===== src/rtl/reg_read_hazard_ctrl.sv =====
// Decode-stage register-read controller: read-port address select, in-flight destination tracking, stall and forwarding selects.
// Define RA_HAZ_FORWARD_EN for forwarding with load-use stall only; otherwise any in-flight hazard stalls and fwd_a/fwd_b stay 0.
module reg_read_hazard_ctrl #(
  parameter int DEPTH  = 3,
  parameter int REG_AW = 5,
  parameter int FW     = $clog2(DEPTH + 1)
) (
  input  logic              clk,
  input  logic              rst_n,
  input  logic [31:0]       instruction,
  input  logic              id_valid,
  input  logic              flush,
  output logic [REG_AW-1:0] ra_addr,
  output logic [REG_AW-1:0] rb_addr,
  output logic [1:0]        r_mode,
  output logic              ra_used,
  output logic              rb_used,
  output logic              stall,
  output logic [FW-1:0]     fwd_a,
  output logic [FW-1:0]     fwd_b
);

  logic [5:0] op;
  logic [5:0] funct;
  logic [4:0] rs;
  logic [4:0] rt;
  logic [4:0] rd;

  assign op    = instruction[31:26];
  assign rs    = instruction[25:21];
  assign rt    = instruction[20:16];
  assign rd    = instruction[15:11];
  assign funct = instruction[5:0];

  logic r_type;
  logic is_shift;
  logic is_var_shift;
  logic is_syscall;
  logic is_jr;

  assign r_type       = (op == 6'b000000);
  // Shift functs are 000xxx minus 001 and 101; bit 2 marks the variable forms.
  assign is_shift     = (funct[5:3] == 3'b000) && (funct[1:0] != 2'b01);
  assign is_var_shift = is_shift && funct[2];
  assign is_syscall   = (funct == 6'b001100);
  assign is_jr        = (funct == 6'b001000);

  logic [REG_AW-1:0] dst_id;
  logic              load_id;

  always_comb begin
    ra_addr = REG_AW'(rs);
    rb_addr = REG_AW'(rt);
    r_mode  = 2'b00;
    ra_used = 1'b1;
    rb_used = 1'b0;
    dst_id  = '0;
    load_id = 1'b0;
    if (r_type) begin
      if (is_shift) begin
        r_mode  = 2'b11;
        ra_addr = REG_AW'(rt);
        rb_addr = REG_AW'(rs);
        rb_used = is_var_shift;
        dst_id  = REG_AW'(rd);
      end else if (is_syscall) begin
        r_mode  = 2'b01;
        ra_addr = REG_AW'(2);
        rb_addr = REG_AW'(4);
        rb_used = 1'b1;
      end else begin
        rb_used = !is_jr;
        if (!is_jr) dst_id = REG_AW'(rd);
      end
    end else begin
      ra_used = !((op == 6'b000010) || (op == 6'b000011) || (op == 6'b001111));
      rb_used = (op[5:3] == 3'b101) || (op[5:1] == 5'b00010);
      if (op[5:3] == 3'b001) begin
        dst_id = REG_AW'(rt);
      end else if (op[5:3] == 3'b100) begin
        dst_id  = REG_AW'(rt);
        load_id = 1'b1;
      end else if (op == 6'b000011) begin
        dst_id = REG_AW'(31);
      end
    end
  end

  // Entry k holds the instruction now in stage k (1 = EX ... DEPTH = WB).
  logic [DEPTH:1]    valid_reg;
  logic [DEPTH:1]    load_reg;
  logic [REG_AW-1:0] dst_reg [1:DEPTH];

  always_ff @(posedge clk) begin
    if (!rst_n) begin
      valid_reg <= '0;
      load_reg  <= '0;
      for (int k = 1; k <= DEPTH; k++) dst_reg[k] <= '0;
    end else begin
      valid_reg[1] <= id_valid && !flush && !stall && (dst_id != '0);
      load_reg[1]  <= load_id;
      dst_reg[1]   <= dst_id;
      for (int k = 2; k <= DEPTH; k++) begin
        valid_reg[k] <= valid_reg[k-1];
        load_reg[k]  <= load_reg[k-1];
        dst_reg[k]   <= dst_reg[k-1];
      end
    end
  end

  logic [DEPTH:1] match_a;
  logic [DEPTH:1] match_b;

  generate
    for (genvar gi = 1; gi <= DEPTH; gi++) begin : g_match
      assign match_a[gi] = valid_reg[gi] && (dst_reg[gi] != '0) &&
                           (dst_reg[gi] == ra_addr) && ra_used;
      assign match_b[gi] = valid_reg[gi] && (dst_reg[gi] != '0) &&
                           (dst_reg[gi] == rb_addr) && rb_used;
    end
  endgenerate

`ifdef RA_HAZ_FORWARD_EN
  // Scan oldest to youngest so the youngest matching stage wins.
  always_comb begin
    fwd_a = '0;
    fwd_b = '0;
    for (int k = DEPTH; k >= 1; k--) begin
      if (match_a[k]) fwd_a = FW'(k);
      if (match_b[k]) fwd_b = FW'(k);
    end
  end

  assign stall = id_valid && !flush && load_reg[1] && (match_a[1] || match_b[1]);
`else
  assign fwd_a = '0;
  assign fwd_b = '0;
  assign stall = id_valid && !flush && ((|match_a) || (|match_b));
`endif

  logic unused_bits;
  assign unused_bits = ^{instruction[10:6], load_reg};

endmodule


===== config.mk =====
export PLATFORM = sky130hd
export DESIGN_NAME = reg_read_hazard_ctrl
export DESIGN_NICKNAME = d
export VERILOG_FILES = /design/src/rtl/reg_read_hazard_ctrl.sv
export SDC_FILE = /design/constraint.sdc
export NUM_CORES = 1
export LEC_CHECK = 0
export ABC_AREA = 1
export BUFFER_PORTS_ARGS = -buffer_cell sky130_fd_sc_hd__buf_4
export CAP_MARGIN = 10
export CORE_MARGIN = 2
export CORE_UTILIZATION = 53
export CTS_BUF_LIST = sky130_fd_sc_hd__clkbuf_2 sky130_fd_sc_hd__clkbuf_4 sky130_fd_sc_hd__clkbuf_8
export DETAILED_ROUTE_END_ITERATION = 16
export PLACE_DENSITY = 0.91
export SYNTH_ARGS = -nofsm -noshare
export SYNTH_HDL_FRONTEND = slang
export SYNTH_SLANG_ARGS = --single-unit
export TNS_END_PERCENT = 1

===== constraint.sdc =====
create_clock -name clk -period 1.64 [get_ports clk]
set_input_delay 0.164 -clock clk [delete_from_list [all_inputs] [get_ports clk]]
set_output_delay 0.164 -clock clk [all_outputs]
set_load 0.005 [all_outputs]

# Word-level counts from Yosys, hierarchy flattened
# Memories as Yosys holds them, arrays and structs flattened.
# Cells that the tools add are included.
# word_totals
reg_bits	3
mem_bits_rw	15
in_bits	36
out_inout_bits	19
word_cells	83
mem_count	1
# op_classes
n_eq_ne	16
n_mux	25
n_bitwise	3
n_reduce_logical	37
# mem_list
memory	words	word_bits	rd	rd_ports_with_merged_regs	wr	line	rtl
dst_reg	3	5	3	0	3	92	logic [REG_AW-1:0] dst_reg [1:DEPTH];
# ops
op	n
5-bit 2-to-1 mux	16
5-bit equality test	6
1-bit logical AND	21
5-bit nonzero test	4
6-bit by 4-bit equality test with 1-bit output, second input constant	3
6-bit by 2-bit equality test with 1-bit output, second input constant	2
1-bit 2-to-1 mux	7
3-bit equality test, second input constant	2
6-bit zero test	1
3-bit OR reduction	2
5-bit by 2-bit equality test with 1-bit output, second input constant	1
1-bit zero test	4
1-bit logical OR	4
2-bit 2-to-1 mux	2
3-bit by 1-bit equality test with 1-bit output, second input constant	1
3-bit zero test	1
1-bit bitwise OR	3
2-bit by 1-bit != test with 1-bit output, second input constant	1

# Longest topological paths before layout
# depth
ltp_word	13
ltp_mapped	16
ltp_nobuf	15

# Worst setup path before layout
# Ideal clock, no wire load.
# synth_timing
kind	input to output
start	input port instruction[5]
end	output port stall
arrival_time_ns	1.425
required_time_ns	1.476
slack_ns	0.051
cell_stages	14
path_buffers	1
cell_sequence	nor2_2 > nand3_2 > nand2_1 > nand2_2 > buf_6 > nand2_2 > nand2_2 > nand2_1 > nand2_1 > nor2_1 > nand3_1 > nand3_1 > nand2_1 > a21oi_2
# synth_via
elab_chain_len	10
word_cells_on_any_way	37
classes_between	eq/ne (8); mux (9); reduce/logical (20)
# synth_rtl
element	line	rtl
start: declaration	10	input logic [31:0] instruction,
6-bit by 4-bit equality test with 1-bit output or 3-bit zero test (tied branches)	45, 43	
5-bit 2-to-1 mux or 1-bit logical AND (tied branches)	66, 43	
5-bit 2-to-1 mux	60	if (is_shift) begin
5-bit 2-to-1 mux	59	if (r_type) begin
5-bit equality test, on equally long branches	117, 119	
1-bit logical AND, on equally long branches	116, 118	
1-bit logical AND, on equally long branches	117, 119	
3-bit OR reduction	138	assign stall = id_valid && !flush && ((|match_a) || (|match_b));
1-bit logical OR (*)	138	
1-bit logical AND (*)	138	
end: declaration	18	output logic stall,
# Every way passes the cells marked *; elsewhere a longest branch is shown, timed or not.

# Worst setup path after layout
# Ends and elaborated chain as after synthesis.

==> impl_results.md <==
* First-pass GRT wire length at 10200 µm
* R2R setup slack at 0.15 ns
* Hold endpoint: valid_reg[3]
* P per Cell Area at 449 nW/µm²
* Tightest Hold Check Type: in -> reg
* Ant. Diodes at 0
* Ratio of cells with drive above 1 in the final layout at 41.4%
* Worst R2R End: valid_reg[1]
* Library cells used by synthesis at 25
* Tmin final at 2.13 ns
* Final hold violation count at 0
* Worst Path Max Fanout at 6
* Synthesized area per cell at ~5.6 µm²
* Most frequent cells after synthesis: nand2_1 (96), inv_1 (48), nand3_1 (44)
* Setup TNS at -0.700 ns
* Maximum root-to-sink buffer count at 2
* Comb pwr share at 36.6%
* WHS at between 0.15 and 0.2 ns
* Ys flop type: dfxtp_1
* CTS root buffer: clkbuf_4
* Via-to-Cell Ratio at 5.81
* Final period util at 130%
* Ports at 55
* Residual DRC at 0
* Area grow syn2layout at 59.6%
* Worst reg2reg path depth at 11
* Worst Path Required at 1.48 ns
* Origin of the worst setup path: instruction[5]
* Final WS setup at -0.488 ns
* Clock Latency Late Sink at 0.31 ns
* Most frequent cell after synthesis: nand2_1
* Nets at about 430
* Largest net degree at the start of global routing at 15
* CP endpoint kind: output pin
* 1st-pass router iterations at 6
* Clock sinks at 18
* Netlist Area Pre-Place at 1670 µm²
* Peak VDD IR at between 0.4 and 0.5 mV
* Row cnt at 20
* Cells after Synth at 296
* Largest register FFs at 15
* Startpoint types: input pin
* Vias in the first global route at 2222
* Worst Clk Skew at roughly 0.0031 ns
* Internal cell power at 0.785 mW
* Chip height at 60.1 µm
* HPWL Detailed at 4580 µm
* Net Sw Frac at 34.3%
* Initial antenna violation count at 0
* Die area at approximately 3600 µm²
* Leading area contributor after synthesis: dfxtp_1
* Tot Pwr at roughly 1.2 mW
* Routability cong. at 0.934
* Lkg Pwr at 1.52 nW
* Antenna Nets Post-Route at 0
* Switching power at approximately 0.4 mW
* Post-synth EDFFs at 0
* YS warnings at 0
* Min-delay src: rst_n
* Die Wd at 60.1 µm
* Synth top area cells: dfxtp_1 (22%), nand2_1 (22%), nand3_1 (13%)
* Total track usage at 38.2%
* Initial Util at 55.1%
* Routed WL per cell at 17.3 µm
* Core area at ~3000 µm²
* CTS clk-pin slew, worst paths at 0.12 ns
* # port buffers at 45
* Critical R2R Launch: dst_reg[0][14]
* Failing checks: setup timing
* Final WL at 7470 µm
* Max cap viols at 0
* Unrepaired setup endpoints after global routing: yes
* Outcome: finished, violations left
* Sequential fraction of the synthesis area at 21.6%
* Final core utilization at between 80 and 90%
* Critical path class: in -> out
* Top achievable clock speed at 0.470 GHz
* CTS tree: yes
* Finish-stage setup viols at 4
* Total gr overflow at 0
* Slew Viols, Final at 0
* FFs w/ async S/R, synth at 0%
* DRT iter0 DRCs at 416
* TritonCTS Buffers at 3
* CP Data Arrival Time at between 1.5 and 2 ns
* H-tree Lvls at 1
* WHS Path Cells at 3
* Clock power frac at 24.9%
* Seq pwr share at 38.5%
* Setup WS pre-CTS at -0.417 ns
* Yosys top cell area share at about 22%
* Seq cells post-synth at 18
* Routed vias at 2515
worst max-delay path by stage:
| stage | slack [ns] | depth (start not counted) | to |
|---|---|---|---|
| 2_1_floorplan | 0.05 | 14 | stall |
| 3_3_place_gp | -0.41 | 16 | stall |
| 3_5_place_dp | -0.42 | 14 | stall |
| 4_1_cts | -0.32 | 15 | stall |
| 5_1_grt | -0.55 | 13 | stall |
| 6_report | -0.49 | 13 | stall |
per-stage QoR:
step | area, µm² | std cells
floorplan | 1680 | 299
global placement | 2310 | 419
detailed placement | 2310 | 419
CTS | 2480 | 428
global route | 2660 | 433
finish | 2660 | 433
timing repair:
action                                 CTS  global route
endpoints found under the hold margin    0             0
hold buffers                             0             0
pin swaps                               20            23
resized for setup                       25            33
setup endpoints to repair                1             4
buffers inserted                         5             4
gates cloned                             0             1
critical path, stage by stage:
cell	delay (ns)
buf_4	0.12
nor2_4	0.13
nand3_2	0.11
inv_1	0.26
nand3_1	0.23
nand3_1	0.14
nand2_1	0.09
nor2_2	0.21
nand3_2	0.10
nand3_2	0.09
nand2_2	0.07
a21oi_2	0.13
buf_4	0.11
per-layer routing:
metal	wire, µm	GRT usage [%]	part of all wire [%]
met4	587	27.6	7.9
met2	3460	62.9	46
met3	810	8.23	11
met1	2610	43.0	35
met5	0	0	0
area by class of cell:
type                            count  area [µm²]
Multi-Input combinational cell    225        1270
Timing Repair Buffer               93         754
Fill cell                         160         364
Sequential cell                    18         360
Inverter                           49         184
Tap cell                           44        55.1
Clock buffer                        4        36.3
kinds of logic after synthesis:
group	synth area share, %
AO/OA/AOI/OAI	7.65
flip-flops	21.6
AND/OR/NAND/NOR	56.1
buffers and inverters	14.4
other	0.225
power by group through the flow:
stage | clock network [mW] | registers, mW | logic (mW)
CTS | 0.301 | 0.459 | 0.373
floorplan | 0 | 0.467 | 0.161
global route | 0.313 | 0.461 | 0.462
detailed placement | 0 | 0.469 | 0.348
global placement | 0 | 0.468 | 0.341
finish | 0.298 | 0.460 | 0.438
cell usage in the layout (no fill, tap or decap), drive strengths merged:
cell,netlist,final
a21o,1,1
a21oi,9,9
a22oi,4,4
buf,6,92
clkbuf,1,5
conb,1,4
dfxtp,18,18
inv,49,49
nand2,116,116
nand3,46,46
nand3b,2,2
nand4,2,2
nor2,35,35
o211ai,1,1
o21ai,2,2
o221ai,1,1
o31ai,2,2
Power figures use the tool's default switching activity.
